--- src/rtl/host_bus_bridge.sv ---
// Host-bus bridge: turns asynchronous host read/write strobes into single
// edge-triggered VRAM accesses or bank-register accesses, and sequences the
// 74VLC245 transceiver direction so the FPGA and the transceiver never drive
// the data lines at the same time.
module host_bus_bridge #(
    parameter int ADDR_W      = 11,
    parameter int BANK_W      = 2,
    parameter int DATA_W      = 8,
    parameter int RD_LAT      = 1,
    parameter int SYNC_STAGES = 2
) (
    input  logic                     clk,
    input  logic                     nrst,
    input  logic [ADDR_W-1:0]        hostBusAddr,
    input  logic [DATA_W-1:0]        hostBusDataIn,
    output logic [DATA_W-1:0]        hostBusDataOut,
    output logic                     hostBusDataOE,
    input  logic                     nHostRMEM,
    input  logic                     nHostWMEM,
    input  logic                     nHostVRAMEn,
    input  logic                     nHostBankRegEn,
    output logic                     hostBusDir,
    output logic [BANK_W+ADDR_W-1:0] vramAddr,
    output logic [DATA_W-1:0]        vramWrData,
    output logic                     vramWr,
    output logic                     vramRd,
    input  logic [DATA_W-1:0]        vramRdData,
    output logic [BANK_W-1:0]        bankReg
);

    localparam int CNT_W = $clog2(RD_LAT + 1);
    localparam logic [CNT_W-1:0] CNT_INIT = CNT_W'(RD_LAT);
    localparam logic [CNT_W-1:0] CNT_ONE  = CNT_W'(1);

    typedef enum logic [2:0] {
        IDLE,
        WR,
        RD_WAIT,
        RD_DRIVE,
        WAIT_REL
    } state_t;

    state_t state, state_next;

    logic [SYNC_STAGES-1:0] rd_sync;
    logic [SYNC_STAGES-1:0] wr_sync;
    logic [SYNC_STAGES-1:0] ven_sync;
    logic [SYNC_STAGES-1:0] ben_sync;
    logic                   rd_prev;
    logic                   wr_prev;

    logic rd_s;
    logic wr_s;
    logic ven_s;
    logic ben_s;
    logic rd_fall;
    logic wr_fall;
    logic sel_ok;

    logic [ADDR_W-1:0] addr_q, addr_next;
    logic [DATA_W-1:0] data_q, data_next;
    logic [BANK_W-1:0] bank_q, bank_next;
    logic [DATA_W-1:0] rdata_q, rdata_next;
    logic              oe_q, oe_next;
    logic              dir_q, dir_next;
    logic [CNT_W-1:0]  cnt_q, cnt_next;
    logic              bank_target_q, bank_target_next;
    logic              turn_q, turn_next;

    // Synchronise the four asynchronous strobes/enables and remember the
    // previous synchronised strobe levels for falling-edge detection.
    always_ff @(posedge clk) begin
        if (!nrst) begin
            rd_sync  <= '1;
            wr_sync  <= '1;
            ven_sync <= '1;
            ben_sync <= '1;
            rd_prev  <= 1'b1;
            wr_prev  <= 1'b1;
        end else begin
            rd_sync  <= {rd_sync[SYNC_STAGES-2:0],  nHostRMEM};
            wr_sync  <= {wr_sync[SYNC_STAGES-2:0],  nHostWMEM};
            ven_sync <= {ven_sync[SYNC_STAGES-2:0], nHostVRAMEn};
            ben_sync <= {ben_sync[SYNC_STAGES-2:0], nHostBankRegEn};
            rd_prev  <= rd_s;
            wr_prev  <= wr_s;
        end
    end

    assign rd_s    = rd_sync[SYNC_STAGES-1];
    assign wr_s    = wr_sync[SYNC_STAGES-1];
    assign ven_s   = ven_sync[SYNC_STAGES-1];
    assign ben_s   = ben_sync[SYNC_STAGES-1];
    assign rd_fall = rd_prev && !rd_s;
    assign wr_fall = wr_prev && !wr_s;

    // A start is valid only with exactly one target selected and only one
    // strobe low; anything else is a host protocol error.
    assign sel_ok = (ven_s ^ ben_s) && (rd_s || wr_s);

    // State and datapath registers; reset aborts whatever access is running.
    always_ff @(posedge clk) begin
        if (!nrst) begin
            state         <= IDLE;
            addr_q        <= '0;
            data_q        <= '0;
            bank_q        <= '0;
            rdata_q       <= '0;
            oe_q          <= 1'b0;
            dir_q         <= 1'b1;
            cnt_q         <= '0;
            bank_target_q <= 1'b0;
            turn_q        <= 1'b0;
        end else begin
            state         <= state_next;
            addr_q        <= addr_next;
            data_q        <= data_next;
            bank_q        <= bank_next;
            rdata_q       <= rdata_next;
            oe_q          <= oe_next;
            dir_q         <= dir_next;
            cnt_q         <= cnt_next;
            bank_target_q <= bank_target_next;
            turn_q        <= turn_next;
        end
    end

    // Next-state and next-register logic for the access sequencer.
    always_comb begin
        state_next       = state;
        addr_next        = addr_q;
        data_next        = data_q;
        bank_next        = bank_q;
        rdata_next       = rdata_q;
        oe_next          = oe_q;
        dir_next         = dir_q;
        cnt_next         = cnt_q;
        bank_target_next = bank_target_q;
        turn_next        = turn_q;

        case (state)
            IDLE: begin
                if (rd_fall || wr_fall) begin
                    if (!sel_ok) begin
                        state_next = WAIT_REL;
                    end else begin
                        addr_next = hostBusAddr;
                        data_next = hostBusDataIn;
                        if (!wr_s) begin
                            if (!ven_s) begin
                                state_next = WR;
                            end else begin
                                bank_next  = hostBusDataIn[BANK_W-1:0];
                                state_next = WAIT_REL;
                            end
                        end else begin
                            dir_next         = 1'b0;
                            cnt_next         = CNT_INIT;
                            bank_target_next = !ben_s;
                            state_next       = RD_WAIT;
                        end
                    end
                end
            end

            WR: begin
                state_next = WAIT_REL;
            end

            RD_WAIT: begin
                if (rd_s) begin
                    oe_next    = 1'b0;
                    turn_next  = 1'b1;
                    state_next = WAIT_REL;
                end else begin
                    cnt_next = cnt_q - CNT_ONE;
                    if (cnt_q == CNT_ONE) begin
                        rdata_next = bank_target_q ? DATA_W'(bank_q) : vramRdData;
                        oe_next    = 1'b1;
                        state_next = RD_DRIVE;
                    end
                end
            end

            RD_DRIVE: begin
                if (rd_s) begin
                    oe_next    = 1'b0;
                    turn_next  = 1'b1;
                    state_next = WAIT_REL;
                end
            end

            WAIT_REL: begin
                if (turn_q) begin
                    dir_next  = 1'b1;
                    turn_next = 1'b0;
                end
                if (rd_s && wr_s) begin
                    state_next = IDLE;
                end
            end

            default: begin
                state_next = IDLE;
            end
        endcase
    end

    assign vramWr         = (state == WR);
    assign vramRd         = (state == RD_WAIT) && !bank_target_q && (cnt_q == CNT_INIT);
    assign vramAddr       = {bank_q, addr_q};
    assign vramWrData     = data_q;
    assign bankReg        = bank_q;
    assign hostBusDataOut = rdata_q;
    assign hostBusDataOE  = oe_q;
    assign hostBusDir     = dir_q;

endmodule

--- config.mk ---
export PLATFORM = sky130hd
export DESIGN_NAME = host_bus_bridge
export DESIGN_NICKNAME = d
export VERILOG_FILES = /design/src/rtl/host_bus_bridge.sv
export SDC_FILE = /design/constraint.sdc
export NUM_CORES = 1
export LEC_CHECK = 0
export ABC_AREA = 0
export CAP_MARGIN = 20
export CORE_ASPECT_RATIO = 1.1
export CORE_MARGIN = 1
export CORE_UTILIZATION = 44
export DETAILED_ROUTE_END_ITERATION = 7
export PLACE_DENSITY = 0.79
export SYNTH_ARGS = -nofsm -noshare
export SYNTH_HDL_FRONTEND = slang
export SYNTH_SLANG_ARGS = --single-unit
--- constraint.sdc ---
create_clock -name clk -period 2.4 [get_ports clk]
set_clock_uncertainty 0.2 [all_clocks]
set_input_delay 0.48 -clock clk [delete_from_list [all_inputs] [get_ports clk]]
set_output_delay 0.48 -clock clk [all_outputs]
set_load 0.005 [all_outputs]
==> out/metrics.json <==
{
  "ff2ff_path_depth": {"value": 4},
  "design.portCount": {"value": 68},
  "post_synthesis_cell_area": {"value": 1890, "unit": "µm²"},
  "drt_first_pass_iters": {"value": 4},
  "placement_rows": {"value": 24},
  "max-clock-path-buffers": {"value": 2},
  "synthArstFlopShare": {"value": 0, "unit": "%"},
  "path_depth": {"value": 4},
  "synth.largest_area_cell": {"value": "dfxtp_1"},
  "synth_top_flop_cell": {"value": "dfxtp_1"},
  "port-buffer-count": {"value": 67},
  "synth_enable_flop_cells": {"value": 0},
  "critical_path_required": {"value": 1.72, "unit": "ns"},
  "clock.fmax": {"value": 445, "unit": "MHz"},
  "viasPerCell": {"value": 5.14},
  "globalRoute.totalOverflow": {"value": 0},
  "synth_fa_ha_area_share": {"value": 0, "unit": "%"},
  "power.static_leakage": {"value": 0.940, "unit": "nW"},
  "die_w": {"value": 64.4, "unit": "µm"},
  "place_hpwl": {"value": 2710, "unit": "µm"},
  "power-per-cell-area": {"value": 604, "unit": "nW/µm²"},
  "run_status": {"value": "complete, no violations"},
  "netlist-cell-type-count": {"value": 38},
  "numCtsBuffers": {"value": 5},
  "number_of_nets_with_antenna_violations_after_detailed_routing": {"value": 0},
  "synth.top_cells.by_count": {"value": "dfxtp_1 (47), nand2_1 (33), nand3_1 (23)"},
  "timing.final.hold_violations": {"value": 0},
  "antenna-diode-count": {"value": 0},
  "maxCapViolations": {"value": 0},
  "crit_chain": {"value": "inv_1 > nand2_1 > nor2_1 > clkdlybuf4s50_1"},
  "synthesized_area_fraction_occupied_by_xor_and_xnor_cells": {"value": 0.464, "unit": "%"},
  "routed-via-count": {"value": 1691},
  "placeableCoreArea": {"value": 4020, "unit": "µm²"},
  "numClockSinks": {"value": 47},
  "critical-path-slowest-cell": {"value": "clkdlybuf4s50_1"},
  "report.final.setup_viol": {"value": 0},
  "synth.avg_cell_area": {"value": 8.66, "unit": "µm²"},
  "postCtsSetupBuffers": {"value": 0},
  "synth.area.top_cells": {"value": "dfxtp_1 (50%), nand2_1 (6.6%), nand3_1 (6.1%)"},
  "worst_pin_slew": {"value": 0.612, "unit": "ns"},
  "violation_count_after_the_first_detailed_routing_iteration": {"value": 103},
  "die_area": {"value": 4550, "unit": "µm²"},
  "number_of_global_route_vias_before_repair": {"value": 1591},
  "fin_ws": {"value": 0.153, "unit": "ns"},
  "ff_latch_area": {"value": 945, "unit": "µm²"},
  "worstSetupPathType": {"value": "register to output pin"},
  "rsz0062_at_grt": {"value": "no"},
  "irDropWorstVdd": {"value": 376, "unit": "µV"},
  "max_slew_margin": {"value": 58.8, "unit": "%"},
  "period_minus_slack": {"value": 2.25, "unit": "ns"},
  "wl_per_cell": {"value": 12.2, "unit": "µm"},
  "setup_tns_final": {"value": 0, "unit": "ns"},
  "wire_length_of_the_first_global_routing_pass": {"value": 6870, "unit": "µm"},
  "design.final.nets": {"value": 309},
  "drc_errors": {"value": 0},
  "gate_family_responsible_for_the_most_delay_along_the_worst_path": {"value": "buffers and inverters"},
  "fillCellCount": {"value": 361},
  "area_of_the_multi_input_gates": {"value": 845, "unit": "µm²"},
  "worstHoldPathType": {"value": "register to register"},
  "htreeDepth": {"value": 2},
  "final-max-slew-violation-count": {"value": 0},
  "groute.usage.overall": {"value": 19.5, "unit": "%"},
  "synth-compound-area-share": {"value": 16.8, "unit": "%"},
  "holdPathStages": {"value": 1},
  "yosys.cell_count.top_type": {"value": "dfxtp_1"},
  "pre_cts_ws": {"value": 0.384, "unit": "ns"},
  "die_h": {"value": 70.7, "unit": "µm"},
  "cts_tree": {"value": "yes"},
  "yosys.area.top_type_share": {"value": 49.9, "unit": "%"},
  "r2r_slack": {"value": 0.39, "unit": "ns"},
  "final_layout_size_suffix_gt1_share": {"value": 6.14, "unit": "%"},
  "critical_path.n_buffers_inverters": {"value": 2},
  "yosys.area_share.simple": {"value": 26.5, "unit": "%"},
  "synth_top_family_by_area": {"value": "simple AND/OR/NAND/NOR gates"},
  "setup.worst_path.end_class": {"value": "output pin"},
  "hold_fix_buffer_count_after_cts": {"value": 0},
  "finish.utilization": {"value": 66.8, "unit": "%"},
  "clock-root-buffer": {"value": "clkbuf_8"},
  "clk_latency_worst_skew_pair": {"value": 0.30, "unit": "ns"},
  "route.final.wire_length": {"value": 4030, "unit": "µm"},
  "gp_congestion": {"value": 0.800},
  "clock_transition_at_the_register_clock_pins_on_the_worst_setup_and_hold_paths_after_cts": {"value": 0.09, "unit": "ns"},
  "initial_utilization": {"value": 46.9, "unit": "%"},
  "synth-warning-count": {"value": 0},
  "number_of_synthesized_register_bits": {"value": 47},
  "synthToLayoutAreaGrowth": {"value": 42.4, "unit": "%"},
  "timing.hold.ws": {"value": 0.212, "unit": "ns"},
  "grt_max_degree": {"value": 55},
  "number_of_antenna_violations_at_the_first_check_in_global_routing": {"value": 0},
  "timing.critical_path.arrival": {"value": 1.57, "unit": "ns"},
  "period_share": {"value": 93.6, "unit": "%"},
  "critPathMaxFanout": {"value": 13},
  "worst_setup_path_start_kind": {"value": "register"},
  "cp_slowest_stage_delay": {"value": 0.52, "unit": "ns"},
  "yosys-mux-area-fraction": {"value": 1.06, "unit": "%"},
  "synthesis.instances": {"value": 218},
  "synth_sequential_area_ratio": {"value": 49.9, "unit": "%"},
  "syn-num-nets": {"value": 251}
}
[area by class of cell]
type / count / area share [%]
multi-input combinational: 149 / 31.4
clock inverter: 2 / 2.24
clock buffer: 6 / 2.70
sequential: 47 / 35.2
inverter: 3 / 0.419
timing repair buffer: 70 / 25.6
tap: 52 / 2.42
[final timing paths]
check	end	startpoint
setup / recovery	vramWr	state[2]$_SDFFE_PN0P_
hold reg to reg	ben_sync[1]$_SDFF_PN1_	ben_sync[0]$_SDFF_PN1_
hold / removal	ben_sync[1]$_SDFF_PN1_	ben_sync[0]$_SDFF_PN1_
setup reg to reg	state[2]$_SDFFE_PN0P_	rd_sync[1]$_SDFF_PN1_
[flip-flops by register name, summed over array words and instances (netlist names)]
name	flops
ven_sync	2
state	3
wr_prev	1
addr_q	11
hostBusDataOut	8
turn_q	1
bank_target_q	1
cnt_q	1
hostBusDataOE	1
hostBusDir	1
rd_prev	1
vramWrData	8
bankReg	2
rd_sync	2
wr_sync	2
ben_sync	2
[timing repair]
item | 4_1_cts | 5_1_grt
endpoints found under the hold margin | 0 | 0
resized for setup | 0 | 3
setup endpoints to repair | 0 | 2
[cells in the final DEF, fill, tap and decap left out, types with 3 or more instances in the layout]
master           netlist  layout
inv_1                  3       3
nand3b_1               8       8
dfxtp_2                0       3
dfxtp_1               47      44
clkbuf_8               0       5
a21oi_1                9       9
clkdlybuf4s50_1        0      66
buf_4                  2       3
and3_1                 3       3
nor2_1                 9       9
o21ai_0               22      22
nand2b_1              12      12
nand2_1               33      33
nand3_1               23      23
nor3_1                 4       4
[metrics by stage]
| step | cell area, µm² | std cells | power, mW |
|---|---|---|---|
| after global routing | 2690 | 329 | 1.69 |
| after CTS | 2680 | 329 | 1.64 |
| final | 2690 | 329 | 1.62 |
| after detailed placement | 2550 | 321 | 0.971 |
| after global placement | 2550 | 321 | 0.970 |
| after floorplan | 1890 | 218 | 0.894 |
[metal layers]
metal / wire (µm) / part of all wire, % / global-route usage, % / up-vias
met2: 1840 / 46 / 32.7 / 68
met3: 409 / 10 / 8.39 / 6
met4: 65 / 1.6 / 7.41 / 0
met5: 0 / 0 / 0 / -
li1: - / - / - / 874
met1: 1720 / 43 / 21.8 / 743
[cell families after synthesis]
| logic type | Yosys count |
|---|---|
| flops | 47 |
| simple gates | 98 |
| buf+inv | 22 |
| xor+xnor | 1 |
| compound gates | 48 |
| mux | 2 |
[power by group]
| part | switching, mW | internal, mW | total (mW) | leakage, nW |
|---|---|---|---|---|
| clock network | 0.251 | 0.416 | 0.667 | 0.0654 |
| registers | 0.0173 | 0.798 | 0.815 | 0.383 |
| logic | 0.0549 | 0.0842 | 0.139 | 0.492 |
(Power assumes the default switching activity.)
